**config.mk**
```make
export PLATFORM = sky130hd
export DESIGN_NAME = pe_mem_arbiter
export DESIGN_NICKNAME = d
export VERILOG_FILES = /design/src/rtl/pe_mem_arbiter_pkg.sv /design/src/rtl/pe_mem_arbiter_rr_pick.sv /design/src/rtl/pe_mem_arbiter.sv
export SDC_FILE = /design/constraint.sdc
export NUM_CORES = 1
export LEC_CHECK = 0
export CORE_MARGIN = 2
export CORE_UTILIZATION = 30
export DETAILED_ROUTE_END_ITERATION = 10
export PLACE_DENSITY = 0.76
export SLEW_MARGIN = 0
export SYNTH_ARGS = -nofsm -noshare
export SYNTH_HDL_FRONTEND = slang
export SYNTH_HIERARCHICAL = 1
export SYNTH_SLANG_ARGS = --single-unit
```
**constraint.sdc**
```tcl
create_clock -name clock -period 3.4 [get_ports clock]
set_input_delay 0.51 -clock clock [delete_from_list [all_inputs] [get_ports clock]]
set_output_delay 0.51 -clock clock [all_outputs]
set_load 0.05 [all_outputs]
```
**src/rtl/pe_mem_arbiter_pkg.sv**
```systemverilog
// Shared types and constants for the PE memory-port arbiter.
package pe_mem_arbiter_pkg;

  // ARB: no owner, round-robin pick each cycle. LOCKED: one requester owns the port.
  typedef enum logic {
    ARB    = 1'b0,
    LOCKED = 1'b1
  } arb_state_t;

  // Requester slot assignment on the PE RAM port.
  localparam int REQ_CPU     = 0;
  localparam int REQ_DDMA_RX = 1;
  localparam int REQ_DDMA_TX = 2;

  // Increment an index, wrapping from n-1 back to 0.
  function automatic int wrap_inc(input int v, input int n);
    return (v + 1 >= n) ? 0 : v + 1;
  endfunction

endpackage

```
**src/rtl/pe_mem_arbiter_rr_pick.sv**
```systemverilog
// Combinational round-robin picker: one-hot grant of the first set request
// found searching upward from ptr, wrapping past N-1 back to 0.
module pe_mem_arbiter_rr_pick #(
  parameter  int N  = 3,
  localparam int PW = (N > 1) ? $clog2(N) : 1
) (
  input  logic [N-1:0]  req,
  input  logic [PW-1:0] ptr,
  output logic [N-1:0]  gnt
);

  localparam int SW = PW + 1;

  logic          found;
  logic [SW-1:0] pos;
  logic [PW-1:0] idx;

  // Walk the requests starting at ptr; the first hit wins.
  always_comb begin
    gnt   = '0;
    found = 1'b0;
    pos   = '0;
    idx   = '0;
    for (int i = 0; i < N; i++) begin
      pos = {1'b0, ptr} + SW'(i);
      if (pos >= SW'(N)) pos = pos - SW'(N);
      idx = pos[PW-1:0];
      if (!found && req[idx]) begin
        gnt[idx] = 1'b1;
        found    = 1'b1;
      end
    end
  end

endmodule

```
**src/rtl/pe_mem_arbiter.sv**
```systemverilog
// Arbiter sharing one dual_port_ram port among NUM_REQ requesters.
// Round-robin with optional burst lock capped at MAX_BURST grants; read data
// comes back one cycle after the grant, tagged one-hot to the requester.
module pe_mem_arbiter
  import pe_mem_arbiter_pkg::*;
#(
  parameter int MEMORY_WIDTH = 32,
  parameter int ADDR_WIDTH   = 32,
  parameter int NUM_REQ      = 3,
  parameter int MAX_BURST    = 16
) (
  input  logic                                clock,
  input  logic                                reset,
  input  logic [NUM_REQ-1:0]                  req_i,
  input  logic [NUM_REQ-1:0]                  lock_i,
  input  logic [NUM_REQ*ADDR_WIDTH-1:0]       addr_i,
  input  logic [NUM_REQ*(MEMORY_WIDTH/8)-1:0] wb_i,
  input  logic [NUM_REQ*MEMORY_WIDTH-1:0]     wdata_i,
  output logic [NUM_REQ-1:0]                  gnt_o,
  output logic [NUM_REQ-1:0]                  rvalid_o,
  output logic [MEMORY_WIDTH-1:0]             rdata_o,
  output logic [ADDR_WIDTH-1:0]               mem_addr_o,
  output logic [MEMORY_WIDTH/8-1:0]           mem_wb_o,
  output logic [MEMORY_WIDTH-1:0]             mem_data_o,
  input  logic [MEMORY_WIDTH-1:0]             mem_data_i
);

  localparam int BW = MEMORY_WIDTH / 8;
  localparam int PW = (NUM_REQ > 1) ? $clog2(NUM_REQ) : 1;
  localparam int CW = $clog2(MAX_BURST + 1);

  arb_state_t          state;
  logic [PW-1:0]       rr_ptr;
  logic [PW-1:0]       owner;
  logic [CW-1:0]       burst_cnt;
  logic [CW-1:0]       cnt_next;
  logic [NUM_REQ-1:0]  pick;
  logic [NUM_REQ-1:0]  rvalid_q;
  logic [PW-1:0]       gnt_idx;
  logic                any_gnt;
  logic [ADDR_WIDTH-1:0]   addr_hold;
  logic [MEMORY_WIDTH-1:0] data_hold;

  pe_mem_arbiter_rr_pick #(.N(NUM_REQ)) u_pick (
    .req (req_i),
    .ptr (rr_ptr),
    .gnt (pick)
  );

  // Grant: round-robin pick when free, owner-only when locked; forced low in reset.
  always_comb begin
    gnt_o = '0;
    if (reset) begin
      if (state == LOCKED) gnt_o[owner] = req_i[owner];
      else                 gnt_o = pick;
    end
  end

  // Encode the one-hot grant into an index for the field mux.
  always_comb begin
    gnt_idx = '0;
    for (int i = 0; i < NUM_REQ; i++) begin
      if (gnt_o[i]) gnt_idx = PW'(i);
    end
  end

  assign any_gnt  = |gnt_o;
  assign cnt_next = burst_cnt + CW'(1);

  // Route the granted requester's fields to the RAM; address/data hold when idle.
  always_comb begin
    mem_addr_o = addr_hold;
    mem_data_o = data_hold;
    mem_wb_o   = '0;
    if (any_gnt) begin
      mem_addr_o = addr_i[gnt_idx*ADDR_WIDTH +: ADDR_WIDTH];
      mem_data_o = wdata_i[gnt_idx*MEMORY_WIDTH +: MEMORY_WIDTH];
      mem_wb_o   = wb_i[gnt_idx*BW +: BW];
    end
  end

  assign rvalid_o = rvalid_q;
  assign rdata_o  = (|rvalid_q) ? mem_data_i : '0;

  // Arbitration FSM, round-robin pointer, burst counter and read-return tag.
  always_ff @(posedge clock or negedge reset) begin
    if (!reset) begin
      state     <= ARB;
      owner     <= '0;
      rr_ptr    <= '0;
      burst_cnt <= '0;
      rvalid_q  <= '0;
      addr_hold <= '0;
      data_hold <= '0;
    end else begin
      rvalid_q <= (any_gnt && (mem_wb_o == '0)) ? gnt_o : '0;
      if (any_gnt) begin
        addr_hold <= mem_addr_o;
        data_hold <= mem_data_o;
      end
      case (state)
        ARB: begin
          if (any_gnt) begin
            rr_ptr <= PW'(wrap_inc(int'(gnt_idx), NUM_REQ));
            // A cap of one grant never leaves a cycle to hold the lock.
            if (lock_i[gnt_idx] && (MAX_BURST > 1)) begin
              state     <= LOCKED;
              owner     <= gnt_idx;
              burst_cnt <= CW'(1);
            end
          end
        end
        LOCKED: begin
          // rr_ptr already points past the owner, so the release cycle is fair.
          if (!req_i[owner]) begin
            state     <= ARB;
            burst_cnt <= '0;
          end else if (!lock_i[owner] || (cnt_next == CW'(MAX_BURST))) begin
            state     <= ARB;
            burst_cnt <= '0;
          end else begin
            burst_cnt <= cnt_next;
          end
        end
        default: begin
          state     <= ARB;
          burst_cnt <= '0;
        end
      endcase
    end
  end

  a_gnt_onehot:   assert property (@(posedge clock) disable iff (!reset) $onehot0(gnt_o));
  a_rvalid_onehot: assert property (@(posedge clock) disable iff (!reset) $onehot0(rvalid_o));
  a_gnt_has_req:  assert property (@(posedge clock) disable iff (!reset) ((gnt_o & ~req_i) == '0));

endmodule
```
# Word-level counts from Yosys, hierarchy flattened
# Index checks and enable logic that the tools add are counted.
[totals] register_bits=77 out_inout_bits=106 elab_cells=102 in_bits=244
[op_classes] n_reduce_logical=17 magnitude_cmp=13 shifts=3 bitwise_logic=4 eq_ne=3 n_addsub=7 mux=48
[op_table] cell="96-bit by 8-bit variable part select with 32-bit output" count=2
[op_table] cell="32-bit 2-to-1 mux" count=3
[op_table] cell="5-bit 2-to-1 mux" count=4
[op_table] cell="3-bit 2-to-1 mux" count=6
[op_table] cell="1-bit 2-to-1 mux" count=17
[op_table] cell="2-bit by 3-bit < comparator with 1-bit output (second input constant)" count=5
[op_table] cell="1-bit binary-select mux with 2-bit select" count=6
[op_table] cell="12-bit by 5-bit variable part select with 4-bit output" count=1
[op_table] cell="2-bit 2-to-1 mux" count=5
[op_table] cell="5-bit one-hot mux with 2 select lines" count=1
[op_table] cell="3-bit by 2-bit greater-or-equal comparator with 1-bit output (second input constant)" count=3
[op_table] cell="1-bit demux with 2-bit select" count=4
[op_table] cell="2-bit by 1-bit greater-or-equal comparator with 1-bit output (second input constant)" count=4
[op_table] cell="1-bit logical AND" count=7
[op_table] cell="2-bit by 1-bit adder with 3-bit output (second input constant)" count=2
[op_table] cell="3-bit OR" count=2
[op_table] cell="3-bit OR reduction" count=2
[op_table] cell="2-bit subtractor (second input constant)" count=3
[op_table] cell="5-bit by 1-bit adder with 5-bit output (second input constant)" count=1
[op_table] cell="5-bit equality test (second input constant)" count=1
[op_table] cell="4-bit zero test" count=1
[op_table] cell="4-bit 2-to-1 mux" count=1
[op_table] cell="2-bit inequality test (second input constant)" count=2
[op_table] cell="2-bit AND reduction" count=2
[op_table] cell="other kinds (8)" count=10

# Logic depth before layout (Yosys ltp)
# Gate-level depths: netlist (run 1).
[logic_depth] depth_word=20 ltp_mapped=16 mapped_depth_nobuf=12

# Cells and area by module
# Netlist (run 1), hierarchy kept.
[modules_own_cells] mod="pe_mem_arbiter" seq_area_each_um2=1926.8 n_inst=1 area_per_inst_um2=5009.8 cells_each=638
[modules_own_cells] mod="pe_mem_arbiter_rr_pick" seq_area_each_um2=0.0 n_inst=1 area_per_inst_um2=266.5 cells_each=34

# Worst setup path after synthesis (run 1)
# Ideal clock, no wire load.
[synth_timing] path_type="reg2out" from="register rr_ptr[0]" to="output port mem_data_o[28]" path_slack_ns=-0.811 path_buffers=1 t_required_ns=2.890 t_arrival_ns=3.701 stages_incl_launch_ff=14 cell_sequence="dfrtp_1 > inv_1 > ha_1 > inv_2 > or3_4 > a21oi_2 > a22o_1 > nor2b_1 > o21ai_4 > inv_2 > clkbuf_1 > a21oi_1 > o2bb2ai_1 > a21oi_1"
[synth_between] elab_chain_cells=17 word_cells_on_any_way=50 classes_between="add/sub: 5; order compare: 9; shift: 1; mux: 25; bitwise: 2; reduce/logical: 8"
[synth_lines] item="from (decl)" line_no="pe_mem_arbiter.sv:33" rtl="logic [PW-1:0] rr_ptr;"
[synth_lines] item="from (signal assigned)" line_no="pe_mem_arbiter.sv:104" rtl="rr_ptr <= PW'(wrap_inc(int'(gnt_idx), NUM_REQ));"
[synth_lines] item="2-bit by 1-bit adder with 3-bit output, or another cell as far along" line_no="pe_mem_arbiter_rr_pick.sv:25" rtl="pos = {1'b0, ptr} + SW'(i);"
[synth_lines] item="3-bit by 2-bit greater-or-equal comparator with 1-bit output, or another cell as far along" line_no="pe_mem_arbiter_rr_pick.sv:26" rtl="if (pos >= SW'(N)) pos = pos - SW'(N);"
[synth_lines] item="2-bit 2-to-1 mux, or another cell as far along" line_no="pe_mem_arbiter_rr_pick.sv:26"
[synth_lines] item="2-bit by 3-bit < comparator with 1-bit output (not written as such), or another cell as far along" line_no="pe_mem_arbiter_rr_pick.sv:29" rtl="gnt[idx] = 1'b1;"
[synth_lines] item="1-bit logical AND (not written as such), or another cell as far along" line_no="pe_mem_arbiter_rr_pick.sv:29"
[synth_lines] item="1-bit 2-to-1 mux (not written as such), or another cell as far along" line_no="pe_mem_arbiter_rr_pick.sv:29"
[synth_lines] item="1-bit demux with 2-bit select, or another cell as far along"
[synth_lines] item="3-bit OR (no line) / 1-bit 2-to-1 mux (equally long branches)"
[synth_lines] item="[... 3 more ...]"
[synth_lines] item="named net pick[1]" line_no="pe_mem_arbiter.sv:37" rtl="logic [NUM_REQ-1:0] pick;"
[synth_lines] item="3-bit 2-to-1 mux *" line_no="pe_mem_arbiter.sv:54" rtl="if (state == LOCKED) gnt_o[owner] = req_i[owner];"
[synth_lines] item="3-bit 2-to-1 mux *" line_no="pe_mem_arbiter.sv:53" rtl="if (reset) begin"
[synth_lines] item="named net gnt_o[1]" line_no="pe_mem_arbiter.sv:19" rtl="output logic [NUM_REQ-1:0] gnt_o,"
[synth_lines] item="1-bit 2-to-1 mux" line_no="pe_mem_arbiter.sv:63" rtl="if (gnt_o[i]) gnt_idx = PW'(i);"
[synth_lines] item="2-bit 2-to-1 mux" line_no="pe_mem_arbiter.sv:63"
[synth_lines] item="96-bit by 8-bit variable part select with 32-bit output" line_no="pe_mem_arbiter.sv:77" rtl="mem_data_o = wdata_i[gnt_idx*MEMORY_WIDTH +: MEMORY_WIDTH];"
[synth_lines] item="32-bit 2-to-1 mux *" line_no="pe_mem_arbiter.sv:75" rtl="if (any_gnt) begin"
[synth_lines] item="to (decl)" line_no="pe_mem_arbiter.sv:24" rtl="output logic [MEMORY_WIDTH-1:0] mem_data_o,"
# The timed path passes the listed nets; every way through them passes the cells marked *. The select of a mux whose other input is x is not followed.

# Worst setup path after layout (run 1)
[layout_timing] from="register rr_ptr[0]" to="output port mem_addr_o[21]"
[layout_between] word_cells_on_any_way=50 classes_between="add/sub: 5; order compare: 9; shift: 1; mux: 25; bitwise: 2; reduce/logical: 8"
[layout_rtl] item="2-bit by 1-bit adder with 3-bit output, or another cell as far along" line_no="pe_mem_arbiter_rr_pick.sv:25"
[layout_rtl] item="3-bit by 2-bit greater-or-equal comparator with 1-bit output, or another cell as far along" line_no="pe_mem_arbiter_rr_pick.sv:26"
[layout_rtl] item="2-bit 2-to-1 mux, or another cell as far along" line_no="pe_mem_arbiter_rr_pick.sv:26"
[layout_rtl] item="2-bit by 3-bit < comparator with 1-bit output (not written as such), or another cell as far along" line_no="pe_mem_arbiter_rr_pick.sv:29"
[layout_rtl] item="1-bit logical AND (not written as such), or another cell as far along" line_no="pe_mem_arbiter_rr_pick.sv:29"
[layout_rtl] item="1-bit 2-to-1 mux (not written as such), or another cell as far along" line_no="pe_mem_arbiter_rr_pick.sv:29"
[layout_rtl] item="1-bit demux with 2-bit select, or another cell as far along"
[layout_rtl] item="3-bit OR (no line) / 1-bit 2-to-1 mux (equally long branches)"
[layout_rtl] item="3-bit 2-to-1 mux / 1-bit zero test (equally long branches)" line_no="pe_mem_arbiter_rr_pick.sv:28" rtl="if (!found && req[idx]) begin"
[layout_rtl] item="3-bit OR (no line) / 1-bit logical AND (equally long branches)"
[layout_rtl] item="3-bit 2-to-1 mux *" line_no="pe_mem_arbiter_rr_pick.sv:28"
[layout_rtl] item="named net pick[0]" line_no="pe_mem_arbiter.sv:37"
[layout_rtl] item="3-bit 2-to-1 mux *" line_no="pe_mem_arbiter.sv:54"
[layout_rtl] item="3-bit 2-to-1 mux *" line_no="pe_mem_arbiter.sv:53"
[layout_rtl] item="3-bit OR reduction *" line_no="pe_mem_arbiter.sv:67" rtl="assign any_gnt = |gnt_o;"
[layout_rtl] item="32-bit 2-to-1 mux *" line_no="pe_mem_arbiter.sv:75"
[layout_rtl] item="to (decl)" line_no="pe_mem_arbiter.sv:22" rtl="output logic [ADDR_WIDTH-1:0] mem_addr_o,"
# Marked as above.

==> results of run 1 <==
==> sequential cells by signal, summed over array words and instances (netlist names) <==
signal	flops
addr_hold	32
rvalid_o	3
owner	2
burst_cnt	5
state	1
data_hold	32
rr_ptr	2
==> how the worst max path moves through the flow <==
| stage | slack, ns | start | endpoint |
|---|---|---|---|
| floorplan | -0.28 | rr_ptr[1] | mem_addr_o[10] |
| global placement | -0.39 | req_i[0] | mem_addr_o[0] |
| detailed placement | -0.45 | req_i[2] | mem_addr_o[26] |
| CTS | -0.45 | rr_ptr[0] | mem_addr_o[21] |
| global route | -0.57 | rr_ptr[0] | mem_data_o[0] |
| finish | -0.46 | rr_ptr[0] | mem_addr_o[21] |
==> per-stage QoR <==
stage	instance area [sq um]	hold WS (ns)	setup TNS, ns	utilization (%)
finish	13100	0.0933	-26.39	75.7
global route	13100	0.114	-33.98	75.7
CTS	12700	0.0866	-26.48	73.5
detailed placement	10900	0.456	-26.97	63.0
global placement	10900	0.452	-23.12	63.0
floorplan	5660	0.214	-15.30	-
==> placed cells by master, fill, tap and decap left out, types with 3 or more instances in the layout <==
cell                              Yosys  routed
sky130_fd_sc_hd__a21oi_4              0      64
sky130_fd_sc_hd__nand2_1             74      74
sky130_fd_sc_hd__a21oi_1            201     135
sky130_fd_sc_hd__clkdlybuf4s50_1      0     276
sky130_fd_sc_hd__nand3_1              6       6
sky130_fd_sc_hd__buf_6                2      11
sky130_fd_sc_hd__clkbuf_16            0      13
sky130_fd_sc_hd__nor2b_1             36      34
sky130_fd_sc_hd__a22o_1               5       5
sky130_fd_sc_hd__bufbuf_16            0       3
sky130_fd_sc_hd__buf_12               0      83
sky130_fd_sc_hd__and4b_1              3       3
sky130_fd_sc_hd__a21oi_2              1       3
sky130_fd_sc_hd__buf_16               0      16
sky130_fd_sc_hd__inv_1                9       7
sky130_fd_sc_hd__ha_4                 0       3
sky130_fd_sc_hd__o2bb2ai_1           64      45
sky130_fd_sc_hd__o2bb2ai_2            0      19
sky130_fd_sc_hd__inv_2                3       4
sky130_fd_sc_hd__dfrtp_1             77      76
sky130_fd_sc_hd__nor2_4               0      42
sky130_fd_sc_hd__nand4b_1             3       3
sky130_fd_sc_hd__nor2_2              12      23
sky130_fd_sc_hd__nor2_1              60       7
sky130_fd_sc_hd__buf_4                5     124
sky130_fd_sc_hd__nand2b_1             5       5
==> repair_timing <==
action,4_1_cts,5_1_grt
pin swaps,30,26
setup buffers,15,11
hold buffers,0,0
gates cloned,17,5
resized for setup,185,45
endpoints found under the setup margin,69,69
==> cell type report <==
type | instances | share of cell area (%)
Antenna cell | 1 | 0.0192
Clock buffer | 12 | 1.96
Clock inverter | 4 | 0.537
Inverter | 12 | 0.364
Multi-Input combinational cell | 522 | 33.2
Sequential cell | 77 | 14.8
Tap cell | 225 | 2.16
Timing Repair Buffer | 519 | 47.0
==> logic make-up after synthesis <==
family,count (synthesis),share of synthesized area (%)
buffers and inverters,73,6.52
AO/OA/AOI/OAI,298,35.0
adder cells (fa/ha/maj),5,1.19
AND/OR/NAND/NOR,212,19.4
XOR/XNOR,2,0.332
flip-flops,77,36.5
multiplexers,5,0.996
==> per-layer routing <==
metal | up-vias | GRT usage, %
met5 | - | 0
met3 | 48 | 7.04
met2 | 283 | 47.6
met4 | 0 | 8.62
met1 | 3483 | 32.9
li1 | 3349 | -
==> critical path, stage by stage (launching register included) <==
cell                      delay (ns)
sky130_fd_sc_hd__dfrtp_1        0.43
sky130_fd_sc_hd__inv_2          0.09
sky130_fd_sc_hd__ha_4           0.31
sky130_fd_sc_hd__a22oi_2        0.08
sky130_fd_sc_hd__o22ai_2        0.20
sky130_fd_sc_hd__a21oi_2        0.07
sky130_fd_sc_hd__a221o_1        0.31
sky130_fd_sc_hd__nor2b_1        0.13
sky130_fd_sc_hd__o21a_1         0.20
sky130_fd_sc_hd__or3_4          0.38
sky130_fd_sc_hd__buf_12         0.17
sky130_fd_sc_hd__buf_12         0.15
sky130_fd_sc_hd__buf_16         0.15
sky130_fd_sc_hd__nor2_4         0.14
sky130_fd_sc_hd__a21oi_4        0.05
sky130_fd_sc_hd__buf_12         0.16
==> metrics, run 1 <==
result of the run finished, violations left; violations in the final reports negative setup slack; ratio of cells with drive above 1 in the final layout 38.0%; type of destination of the critical path primary output; latest clock arrival within the worst-skew pair ~0.34 ns; area of combinational cells with multiple inputs 4330 sq um; average routed wire per standard cell 19.7 um; Highest Signal Layer met4; total met2 wirelength after detailed routing 13.8 mm; H-tree levels 3; critical setup path kind reg2out; horizontal die dimension ~140 um; final number of hold-violating endpoints 0; post-placement worst setup slack -0.445 ns; slew at the pin with the worst max-slew slack 0.795 ns; detail-routed via count per cell around 5.2; instance count after placement with tap cells included approximately 1.3k; vias in the first global route 7,342; arrival time of the worst setup path around 3.4 ns; Post-Synthesis Net Count 921; Fmax between 200 and 300 MHz; cell taking the most area after synthesis sky130_fd_sc_hd__dfrtp_1; antenna violations before repair 1; maximum fanout along the worst path 6; total setup violations reported at the end of the flow 68; Root Driver sky130_fd_sc_hd__clkbuf_16; worst r2r path cells 14; weighted congestion reported at the end of routability-driven placement around 0.89; RSZ-0062 raised after global routing true; Slew Viols, Final 0; initial detailed-routing violation count 331; post-route setup slack -0.459 ns; total die area 18,700 sq um; clock-pin slew on the worst setup and hold paths ~0.060 ns; most instantiated flip-flop cell in the synthesis netlist sky130_fd_sc_hd__dfrtp_1; post-synth design cell area 5280 sq um; top post-synthesis cells by count sky130_fd_sc_hd__a21oi_1, sky130_fd_sc_hd__dfrtp_1, sky130_fd_sc_hd__nand2_1; Startpoint Class flop; Crit path required time about 2.9 ns; number of antenna-violating nets in the routed design 0; Synth cell types 58; Area contributors post-synth sky130_fd_sc_hd__dfrtp_1, sky130_fd_sc_hd__a21oi_1, sky130_fd_sc_hd__o2bb2ai_1; die height 137 um; detailed-route wire length on metal 1 10.5 mm; final wirelength 27.0 mm; CTS tree done; total via count in the routed design between 7k and 8k; estimated wirelength of the detail-placed design 16.8 mm; area added between synthesis and finish 147%; Detailed Routing Iterations Pass 1 4; Fill cells ~1.1k; per-instance average area after synthesis 7.85 sq um; headroom to the max-slew limit 47.0%; clock tree sinks between 70 and 80; number of standard cells in the final layout excluding fillers 1,372; number of enable-type register cells in the synthesized netlist 0; area share of the largest cell type after synthesis 36.5%; number of max-capacitance violations reported 0; RR Startpoint rr_ptr[0]; final worst-path cycle share 113%; Yosys reg bits 77; core area roughly 17,000 sq um; sequential cell area fraction in the yosys report 36.5%; clock period minus final worst setup slack around 3.9 ns; Warnings, synthesis 6; number of clock buffers inserted by TritonCTS 9; amount of wire on met3 after detailed routing 2.01 mm; Reg area 1930 sq um; Port Buf Inserts 349; most used standard cell by instance count after synthesis sky130_fd_sc_hd__a21oi_1; GRT overflow 0; remaining routing DRC violations 0; ys async rst share 100%; maximum count of clock buffers along a single path 2; standard-cell rows 48; Initial Util between 30% and 40%; capture instance of the worst register-to-register path addr_hold[31]; worst clock skew approximately 0.005 ns; io pins 350; total track usage between 20% and 30%; cells after synthesis approximately 670; final layout net count 1,390; R2R Setup Slk 0.18 ns; maximum number of pins on one net before global-route repair 59; global-route wire length before repair approximately 40 mm; classification of the worst-slack hold path in2async
Power of run 1 is left out: the tool's default activity adds up to more than one toggle a clock period on the data nets, which glitch-free logic cannot reach.
==> run 2: changes to the inputs <==
--- a/config.mk
+++ b/config.mk
@@ -14,3 +14,4 @@
 export SYNTH_HDL_FRONTEND = slang
 export SYNTH_HIERARCHICAL = 1
 export SYNTH_SLANG_ARGS = --single-unit
+export TNS_END_PERCENT = 5
==> run 2 against run 1 <==
- the flow still finishes with violations (negative setup slack)
- global-route usage is 2.5 points lower
- first-iteration DRC count is 8.5% higher
- sequential cell count stayed put
- non-clock buffer count is 52 lower
- die area stayed put
- design area is 11% lower
- setup slack better by 0.0093 ns
- cell count is 3.8% lower
- via count is 4.5% lower
- highest routed layer is now met5
- critical endpoint is now mem_data_o[22]
==> metrics, run 2 (synthesis gave the netlist of run 1 again) <==
leading cell types in the layout, fill and taps excluded sky130_fd_sc_hd__clkdlybuf4s50_1, sky130_fd_sc_hd__a21oi_1, sky130_fd_sc_hd__buf_4; Root Driver sky130_fd_sc_hd__clkbuf_16; total track usage 24.8% (-2.5 points); hold-fix buffer count after cts 0 (unchanged); antenna violations before repair 1 (unchanged); GRT overflow 0 (unchanged); maximum fanout along the worst path 8 (+2); total die area 18,700 sq um (unchanged); final layout net count 1,340 (-3.6%); final cell area excluding filler cells 11,600 sq um (-11%); Reg area 1930 sq um (unchanged); Highest Signal Layer met5; total via count in the routed design 6,844 (-4.5%); number of antenna-violating nets in the routed design 0 (unchanged); detailed-route wire length on metal 1 9.74 mm (-7.3%); initial detailed-routing violation count 359 (+8.5%); clock period minus final worst setup slack 3.85 ns (-0.00926 ns); slew at the pin with the worst max-slew slack 0.777 ns (-0.0175 ns); number of clock buffers inserted by TritonCTS 9 (unchanged); CTS tree done; remaining routing DRC violations 0 (unchanged); most frequent standard cell in the layout excluding fill and tap cells sky130_fd_sc_hd__clkdlybuf4s50_1; amount of wire on met3 after detailed routing 1.73 mm (-14%); result of the run finished, violations left; clock-pin slew on the worst setup and hold paths 0.06 ns (about the same); ratio of cells with drive above 1 in the final layout 33.2% (-4.8 points); io pins 350 (unchanged); Crit path required time 2.89 ns (about the same); average routed wire per standard cell 18.0 um (-8.6%); Port Buf Inserts 349 (unchanged); number of standard cells in the final layout excluding fillers 1,320 (-3.8%); final worst-path cycle share 113% (-0.27 points); standard-cell rows 48 (unchanged); final number of hold-violating endpoints 0 (unchanged); H-tree levels 3 (unchanged); placed standard-cell area 10,600 sq um (-2.2%); vias in the first global route 6,674 (-9.1%); total met2 wirelength after detailed routing 11.8 mm (-15%); latest clock arrival within the worst-skew pair 0.34 ns (about the same); worst clock skew 0.00699 ns (+0.00206 ns); global-route wire length before repair 36.0 mm (-8.9%); classification of the worst-slack hold path in2async; headroom to the max-slew limit 48.2% (+1.2 points); instance count after placement with tap cells included 1,293 (-1.2%); post-route setup slack -0.449 ns (+0.00926 ns); Slew Viols, Final 0 (unchanged); estimated wirelength of the detail-placed design 17.6 mm (+4.5%); arrival time of the worst setup path 3.34 ns (about the same); detail-routed via count per cell 5.18 (-0.69%); die height 137 um (unchanged); final wirelength 23.8 mm (-12%); top flop regs addr_hold x32, data_hold x32, burst_cnt x5; violations in the final reports negative setup slack; horizontal die dimension 137 um (unchanged); total setup violations reported at the end of the flow 68 (unchanged); number of max-capacitance violations reported 0 (unchanged); Startpoint Class flop; number of antenna diodes 0 (-1); Initial Util 30.6% (unchanged); RSZ-0062 raised after global routing true; type of destination of the critical path primary output; Fill cells 1,298 (+17%); maximum number of pins on one net before global-route repair 61 (+3.4%); area of combinational cells with multiple inputs 3750 sq um (-13%); clock tree sinks 77 (unchanged); maximum count of clock buffers along a single path 2 (unchanged); area added between synthesis and finish 121%; core area 17,200 sq um (unchanged); critical setup path kind reg2out; post-placement worst setup slack -0.486 ns (-0.0413 ns); weighted congestion reported at the end of routability-driven placement 0.948 (+6.3%); Fmax 260 MHz (+0.24%); Detailed Routing Iterations Pass 1 6 (+2)
-- run 2: path summary, 6_finish.rpt --
kind                                    start        endpoint  slack, ns  cells after the start
worst min-delay path                    reset   data_hold[19]       0.11                      1
min in group clock              addr_hold[10]   addr_hold[10]       0.52                      2
max in group asynchronous               reset       rr_ptr[1]       2.13                      2
worst max-delay path                rr_ptr[1]  mem_data_o[22]      -0.45                     14
worst min register to register  addr_hold[10]   addr_hold[10]       0.52                      2
worst max register to register      rr_ptr[1]   data_hold[22]       0.32                     14
-- run 2: area by class of cell --
| type | instances | area share, % |
|---|---|---|
| clock buffer | 11 | 2.09 |
| clock inverter | 4 | 0.623 |
| inverter | 12 | 0.430 |
| multi-input combinational | 524 | 32.2 |
| sequential | 77 | 16.6 |
| tap | 225 | 2.42 |
| timing repair buffer | 467 | 45.6 |
-- run 2: through the flow --
stage               TNS, ns  hold WS [ns]  utilization (%)
floorplan            -16.97         0.214                -
global placement     -21.73         0.458             61.6
detailed placement   -26.12         0.460             61.6
CTS                  -24.32        0.0947             66.4
global route         -30.99         0.108             67.5
finish               -21.45         0.108             67.5
-- run 2: critical path, cell delays in order, from the launching register on --
cell                      delay (ns)
sky130_fd_sc_hd__dfrtp_2        0.45
sky130_fd_sc_hd__inv_2          0.09
sky130_fd_sc_hd__ha_4           0.17
sky130_fd_sc_hd__mux2i_4        0.29
sky130_fd_sc_hd__o22ai_2        0.11
sky130_fd_sc_hd__and2_1         0.15
sky130_fd_sc_hd__a221o_1        0.26
sky130_fd_sc_hd__nor2b_4        0.13
sky130_fd_sc_hd__o21a_4         0.23
sky130_fd_sc_hd__or3_4          0.44
sky130_fd_sc_hd__buf_12         0.16
sky130_fd_sc_hd__buf_16         0.15
sky130_fd_sc_hd__nor2_4         0.15
sky130_fd_sc_hd__a21oi_4        0.05
sky130_fd_sc_hd__buf_12         0.16
-- run 2: routing by layer --
layer,vias up,global-route usage [%]
li1,3259,-
met1,3298,30.8
met2,246,42.1
met3,39,7.30
met4,2,6.48
met5,-,0
-- run 2: what timing repair did --
action | 4_1_cts | 5_1_grt
gates cloned | 7 | 0
pin swaps | 3 | 11
endpoints found under the setup margin | 68 | 69
gates resized for setup | 90 | 38
buffers inserted | 4 | 2
Power of run 2 is left out for the same reason.
